## config.mk

```make
export PLATFORM = sky130hd
export DESIGN_NAME = decode_instruction
export DESIGN_NICKNAME = d
export VERILOG_FILES = /design/src/rtl/decode_instruction.sv
export SDC_FILE = /design/constraint.sdc
export NUM_CORES = 1
export LEC_CHECK = 0
export ABC_AREA = 1
export CAP_MARGIN = 20
export CORE_ASPECT_RATIO = 1.5
export CORE_MARGIN = 3
export CORE_UTILIZATION = 50
export CTS_CLUSTER_DIAMETER = 150
export DETAILED_ROUTE_END_ITERATION = 8
export GPL_TIMING_DRIVEN = 0
export PLACE_DENSITY = 0.93
export SLEW_MARGIN = 20
export SYNTH_ARGS = -nofsm -noshare
export SYNTH_HDL_FRONTEND = slang
export SYNTH_SLANG_ARGS = --single-unit
```

## constraint.sdc

```tcl
create_clock -name clk -period 1.8 [get_ports clk]
set_input_delay 0.18 -clock clk [delete_from_list [all_inputs] [get_ports clk]]
set_output_delay 0.18 -clock clk [all_outputs]
set_load 0.01 [all_outputs]
```

## src/rtl/decode_instruction.sv

```systemverilog
`default_nettype none
// ============================================================================
// Module   : decode_instruction
// Purpose  : Pipeline decode stage with a registered output and a one-entry skid buffer.
// Revision : 1.0
// ============================================================================
module decode_instruction #(
   parameter int WORD = 32,
   parameter int ADDR = 16
) (
   input  logic            clk,
   input  logic            reset,
   input  logic            v_i,
   output logic            stall_o,
   input  logic [WORD-1:0] inst_i,
   input  logic [ADDR-1:0] pc_i,
   input  logic            flush,
   output logic            v_o,
   input  logic            stall_i,
   output logic [ADDR-1:0] pc_o,
   output logic [5:0]      opcode,
   output logic [4:0]      rd,
   output logic [4:0]      rs1,
   output logic [4:0]      rs2,
   output logic [WORD-1:0] imm,
   output logic            uses_imm,
   output logic            is_load,
   output logic            is_store,
   output logic            is_branch,
   output logic            is_halt,
   output logic            illegal
);

   localparam logic [5:0] c_OP_LOAD  = 6'h20;
   localparam logic [5:0] c_OP_STORE = 6'h21;
   localparam logic [5:0] c_OP_HALT  = 6'h3F;

   typedef struct packed {
      logic [ADDR-1:0] pc;
      logic [5:0]      opcode;
      logic [4:0]      rd;
      logic [4:0]      rs1;
      logic [4:0]      rs2;
      logic [WORD-1:0] imm;
      logic            uses_imm;
      logic            is_load;
      logic            is_store;
      logic            is_branch;
      logic            is_halt;
      logic            illegal;
   } dec_t;

   dec_t w_dec;
   dec_t r_out;
   dec_t r_skid;
   logic r_out_valid;
   logic r_skid_valid;
   logic w_accept;
   logic w_alu_reg;
   logic w_alu_imm;

   always_comb begin
      w_dec           = '0;
      w_dec.pc        = pc_i;
      w_dec.opcode    = inst_i[31:26];
      w_dec.rd        = inst_i[25:21];
      w_dec.rs1       = inst_i[20:16];
      w_dec.rs2       = inst_i[15:11];
      w_dec.imm       = {{(WORD-16){inst_i[15]}}, inst_i[15:0]};
      // 0x00 (NOP) shares the ALU-register quadrant but raises no flag
      w_alu_reg       = (inst_i[31:30] == 2'b00);
      w_alu_imm       = (inst_i[31:30] == 2'b01);
      w_dec.is_load   = (inst_i[31:26] == c_OP_LOAD);
      w_dec.is_store  = (inst_i[31:26] == c_OP_STORE);
      w_dec.is_branch = (inst_i[31:28] == 4'b1100);
      w_dec.is_halt   = (inst_i[31:26] == c_OP_HALT);
      w_dec.uses_imm  = w_alu_imm | w_dec.is_load | w_dec.is_store | w_dec.is_branch;
      w_dec.illegal   = ~(w_alu_reg | w_dec.uses_imm | w_dec.is_halt);
   end

   // The skid register being full is exactly the condition that blocks fetch
   assign w_accept = v_i & ~r_skid_valid;

   always_ff @(posedge clk) begin
      if (reset) begin
         r_out        <= '0;
         r_skid       <= '0;
         r_out_valid  <= 1'b0;
         r_skid_valid <= 1'b0;
      end else if (flush) begin
         r_out_valid  <= 1'b0;
         r_skid_valid <= 1'b0;
      end else if (!r_out_valid || !stall_i) begin
         if (r_skid_valid) begin
            r_out        <= r_skid;
            r_out_valid  <= 1'b1;
            r_skid_valid <= 1'b0;
         end else if (w_accept) begin
            r_out       <= w_dec;
            r_out_valid <= 1'b1;
         end else begin
            r_out_valid <= 1'b0;
         end
      end else if (w_accept) begin
         r_skid       <= w_dec;
         r_skid_valid <= 1'b1;
      end
   end

   assign v_o       = r_out_valid;
   assign stall_o   = r_skid_valid;
   assign pc_o      = r_out.pc;
   assign opcode    = r_out.opcode;
   assign rd        = r_out.rd;
   assign rs1       = r_out.rs1;
   assign rs2       = r_out.rs2;
   assign imm       = r_out.imm;
   assign uses_imm  = r_out.uses_imm;
   assign is_load   = r_out.is_load;
   assign is_store  = r_out.is_store;
   assign is_branch = r_out.is_branch;
   assign is_halt   = r_out.is_halt;
   assign illegal   = r_out.illegal;

endmodule
`default_nettype wire

```

==> run summary <==
initial standard-cell utilization of the core - 52.2%
Synth cell types - 19
final number of max-transition violations - 0
commonest cells in the synthesized netlist - nand2_1, dfxtp_1, nor2_1
share of the core filled with cells in the final layout - 71.2%
proportion of layout cells with a drive suffix above 1 - 8.53%
Congestion Overflow GR - 0
Die ar. - 10,600 um2
drt first pass iters - 8
Final HPWL DP - 10,100 um
clock root buffer master - clkbuf_16
number of hold buffers added after cts - 0
share of the yosys chip area belonging to registers - 46.9%
post-detailed-placement cell area - 6110 um2
Mapped Cells - 678
Port Buffers - 128
count of filler cells inserted in the layout - 702
worst rel slew slack - 65.2%
Num CTS Buffers - 9
cell types occupying the most area after synthesis - dfxtp_1, nand2_1, nor2_1, a21oi_1, o21ai_0
routability cong. - 0.854
result of the run - completed
leakage - 2.61 nW
pre-CTS setup slack - 0.0491 ns
Fin Setup TNS - 0 ns
HP Class - in2reg
via count of the first global-routing pass - 4,788
number of cells after detailed placement - 916
wirelength, routed - 13,600 um
Post-CTS Setup Bufs - 0
number of ports placed on the die boundary - 130
share of the clock period used by the worst path after layout - 92.2%
number of enable-type register cells in the synthesized netlist - 0
worst IR drop on VDD - 0.000640 V
number of max-cap violations - 0
setup violation total in the final timing report - 0
# DRC - 0
Int Pwr - 3.96 mW
fraction of synthesized cell area taken by the top area cell type - 46.9%
Iteration-0 DRC Markers - 332
site row count - 42
Worst path max stage delay - 0.53 ns
global-route wire length before repair - 22,200 um
Critical Path AT - 1.48 ns
RSZ-0062 raised after global routing - no
worst slack on hold paths - 0.162 ns
synthesized area - 4690 um2
clk sink count - 110
average detailed-routed wire length per instance - 14.6 um
nets in the synthesized netlist - 731
critical path startpoint category - flop
Net Sw Frac - 23.6%
number of standard cells in the layout, taps in and fillers out - 931
Synth Warn # - 0
sequential power share - 49.3%
Vias/cell - 5.20
later-pin clock latency in the skew report - 0.35 ns
combinational share of power - 13.7%
minimum setup slack in the final design - 0.140 ns
power share of the clock group - 37.0%
Clock Pin Slew Worst Setup and Hold Paths - 0.07 ns
cell at the slowest stage of the critical path - clkdlybuf4s50_1
number of H-tree levels - 3
final antenna-violating net count - 0
DR vias - 4,843
most common cell in the synthesized netlist - nand2_1
switching power of the nets - 1.23 mW
Worst Path Class, Setup - reg2out
initial antenna violation count - 0
r2r setup slk - 0.23 ns
Crit Path Max Fanout - 19
crit end category - primary output
overall fraction of global-route tracks in use - 25.8%
die boundary width - 85.1 um
post-layout power - 5.19 mW
FF+latch count, synth - 110
transition time at the pin with the least slew margin - 0.521 ns
proportion of synthesized flip-flops having asynchronous set or reset - 0%
Final Skew - 0.00429 ns
relative area change from synthesis to final layout - 36.5%
cell-by-cell listing of the critical path - buf_4, clkdlybuf4s50_1
commonest register cell after synthesis - dfxtp_1
synthesized area divided by synthesized cell count - 6.92 um2
final instance area - 6400 um2
count of endpoints failing hold in the final timing report - 0
CP Data Required Time - 1.62 ns
minimum period implied by the final worst setup slack - 1.66 ns
power density relative to cell area - 811 nW/um2
Net count, final - 870
maximum clock insertion buffer count - 2
die height - 125 um
final antenna diode count - 0
area of the placeable core - 8990 um2
largest net degree at the start of global routing - 20
upper clock frequency limit - 602 MHz
library cell occupying the most area in the post-synthesis netlist - dfxtp_1
TritonCTS clock tree - yes
## worst max-delay path: cells and delay by family (launching register included)
family,cells,cell delay (ns)
buffers and inverters,2,0.67
flip-flops,1,0.45
## repair_timing
item                                   in CTS  in global routing
cloned                                      0                  0
pin swaps                                   0                  0
setup endpoints to repair                  18                 17
gates resized for setup                     1                  1
endpoints found under the hold margin       0                  0
## state kept, by name, indices dropped and copies added (netlist names)
signal and flops:
is_store 1, rs2 4, rs1 5, imm 12, is_load 1, rd 5, opcode 6, is_branch 1
pc_o 16, is_halt 1, r_skid 54, v_o 1, illegal 1, stall_o 1, uses_imm 1
## kinds of logic after synthesis
group           after synthesis  share of synthesized area, %
buf+inv                      81                          9.65
flops                       110                          46.9
simple gates                351                          28.9
compound gates              136                          14.6
## cell usage in the layout (no fill, tap or decap), drive strengths merged
master | Yosys | routed
inv | 15 | 15
nand3 | 9 | 9
o31ai | 1 | 1
clkbuf | 17 | 32
nand2 | 241 | 241
a21oi | 71 | 71
nor3 | 2 | 2
dfxtp | 110 | 110
buf | 49 | 49
clkdlybuf4s50 | 0 | 128
o21ai | 64 | 64
nor2 | 99 | 99
## power by group through the flow
stage | logic, mW | registers, mW | clock network, mW
after floorplan | 0.299 | 2.64 | 0
after global placement | 0.682 | 2.61 | 0
after detailed placement | 0.700 | 2.62 | 0
after CTS | 0.708 | 2.56 | 1.93
after global routing | 0.772 | 2.57 | 2.02
final | 0.710 | 2.56 | 1.92
## layer usage
layer	up-vias	routed length [um]	global-route usage, %
met5	-	0	0
met4	0	441	12.3
met3	41	903	5.49
met2	205	7160	46.2
met1	2202	5110	28.3
li1	2395	-	-
## final timing paths
check                from      end  depth (start not counted)
hold reg to reg   pc_o[8]  pc_o[8]                          2
hold / removal      reset   imm[9]                          2
setup / recovery  imm[30]  imm[26]                          2
setup reg to reg  stall_o   imm[9]                          8
## layout make-up
type	instances	area [um2]	share of cell area (%)
plain buffers	66	397	6.20
clock buffers	15	288	4.49
inverters	15	56.3	0.879
multi-input cells	487	2040	31.8
flip-flops and latches	110	2210	34.5
well taps	110	138	2.15
repair buffers	128	1280	20.0
(Power assumes the default switching activity.)
==> RTL edit (config.mk and constraints unchanged) <==
Change the parameter `ADDR` from 16 to 8.
--- a/src/rtl/decode_instruction.sv
+++ b/src/rtl/decode_instruction.sv
@@ -7,5 +7,5 @@
 module decode_instruction #(
    parameter int WORD = 32,
-   parameter int ADDR = 16
+   parameter int ADDR = 8
 ) (
    input  logic            clk,
Ports: changed (resized pc_i and pc_o); port bits go from 130 to 114. The function was not compared with the original's and may differ.
==> RTL edit against the original RTL <==
  * Sequential cell count decreased by 16
  * Area after synthesis down 11%
  * Sequential share of layout area decreased by 1.5 points
  * Non-clock buffer count is 23 lower
  * Clock skew about the same
  * Cell area down 11%
  * Count of clock-buffer cells in the layout down 1
  * Wire length is 14% lower
  * Power decreased by 12%
  * Combinational power decreased by 8.6%
  * Setup slack better by 7.1 ps
  * Largest power group unchanged
  * Highest routed layer unchanged
==> RTL edit: results (changes against the original RTL) <==
syn_area_per_cell_um2: 7.188  # +3.9%
synth_commonest_cells: "183 x nand2_1, 94 x dfxtp_1, 83 x nor2_1, 55 x o21ai_0, 42 x a21oi_1"
rr_endpoint: "r_skid[65]"
regMostFlops: "r_skid"
drt-total-wl_um: 11730  # -14%
largest_reg_flops: 46  # -15%
firstDrtPassIters: 5  # -3
rr_worst_depth: 6  # -2
grt_pass1_wl_um: 19090  # -14%
grt_max_degree: 20  # unchanged
worstHoldEndpoint: "imm[2]"
ys_types: 21  # +2
routabilityCongestion: 0.8608  # +0.80%
ff2ff_setup_slack_ps: 350  # +120 ps
antenna_found_initial: 0  # unchanged
root_buffer: "clkbuf_16"
syn_nets: 629  # -14%
cts_setup_buffers: 0  # unchanged
crit_path_max_fanout: 19  # unchanged
slew_headroom_pct: 53.87  # -11 points
drt_iter0_drc: 366  # +10%
clk_pin_slew_ps: 60
vdd_drop_max_mv: 0.6881  # +7.6%
drive_gt1_share_pct: 14.35  # +5.8 points
nets: 752  # -14%
dr_total_vias: 4248  # -12%
p_leak_nw: 2.288  # -12%
placement.io_buffers: 112  # -13%
detailedPlace.worstSlack_ps: 87.85  # +38.76 ps
viasPerCell: 5.206  # about the same
r2r-start: "v_o"
insertion_delay_ps: 340
synth_seq_area_share_pct: 44.83  # -2.1 points
grt_pass1_vias: 4234  # -12%
status: "completed"
dpl.hpwl_um: 8507  # -16%
hp-start: "reset"
n_antenna_cell: 0  # unchanged
grt_usage_pct: 25.41  # -0.40 points
synth_area_leaders: "dfxtp_1 45%, nand2_1 16%, nor2_1 7.4%"
fin_skew_ps: 4.476  # +0.1858 ps
place_inst: 801  # -13%
==> RTL edit: cell count changes in the layout (fill, tap and decap cells not counted), sizes merged <==
cell,before,now
nand2,241,203
clkdlybuf4s50,128,112
dfxtp,110,94
nor2,99,85
a21oi,71,62
o21ai,64,55
buf,49,42
clkinv,0,2
inv,15,13
clkbuf,32,31
==> RTL edit: layer usage <==
metal	vias to the layer above	global-route usage, %	part of all wire [%]	routed length, um
met2	196	43.26	50	5921
met5	-	0	0	0
met3	52	6.098	7.7	904
met4	0	15.54	5.5	642
met1	1927	27.48	36	4259
li1	2073	-	-	-
==> RTL edit: kinds of logic (layout without fill, tap and decap cells) <==
family / count (synthesis) / after routing / share of synthesized area [%]
buffers and inverters: 73 / 200 / 10.52
AOI/OAI and AO/OA: 118 / 118 / 15.92
and+or+nand+nor: 299 / 299 / 28.73
DFF: 94 / 94 / 44.83
==> RTL edit: what timing repair did <==
item                                    in CTS  in global routing
hold buffers                                 0                  0
resized for setup                            1                  1
endpoints found under the setup margin      18                 17
==> RTL edit: area by class of cell <==
type	instances	area (um^2)
multi-input combinational	417	1874
buffer	59	387.9
sequential	94	1886
tap	105	131.4
clock buffer	14	264.0
clock inverter	1	5.005
fill	625	2385
timing repair buffer	112	1121
inverter	14	53.80
==> RTL edit: critical path: stages (launching register included) <==
cell             delay, ps
dfxtp_4                460
buf_4                  140
clkdlybuf4s50_1        540
==> RTL edit: power by group <==
part           switching (W)  total, W  internal, W
Clock               0.000743   0.00175      0.00100
Sequential         0.0000450   0.00219      0.00215
Combinational       0.000310  0.000649     0.000339
==> RTL edit: per-stage QoR <==
step | utilization (%) | area, um^2 | hold slack (ps)
detailed placement | 67.22 | 5450 | 457.1
floorplan | - | 4198 | 285.4
finish | 70.59 | 5723 | 160.7
global route | 70.59 | 5723 | 165.4
CTS | 70.56 | 5720 | 156.3
global placement | 67.22 | 5450 | 453.8
==> RTL edit: worst max-delay path by stage <==
stage,startpoint,to,slack [ps]
after detailed placement,stall_i,r_skid[38],90
after global routing,imm[30],imm[24],90
after CTS,imm[30],imm[28],20
after floorplan,stall_o,imm[30],590
after global placement,stall_i,r_skid[43],200
final,imm[30],imm[28],150
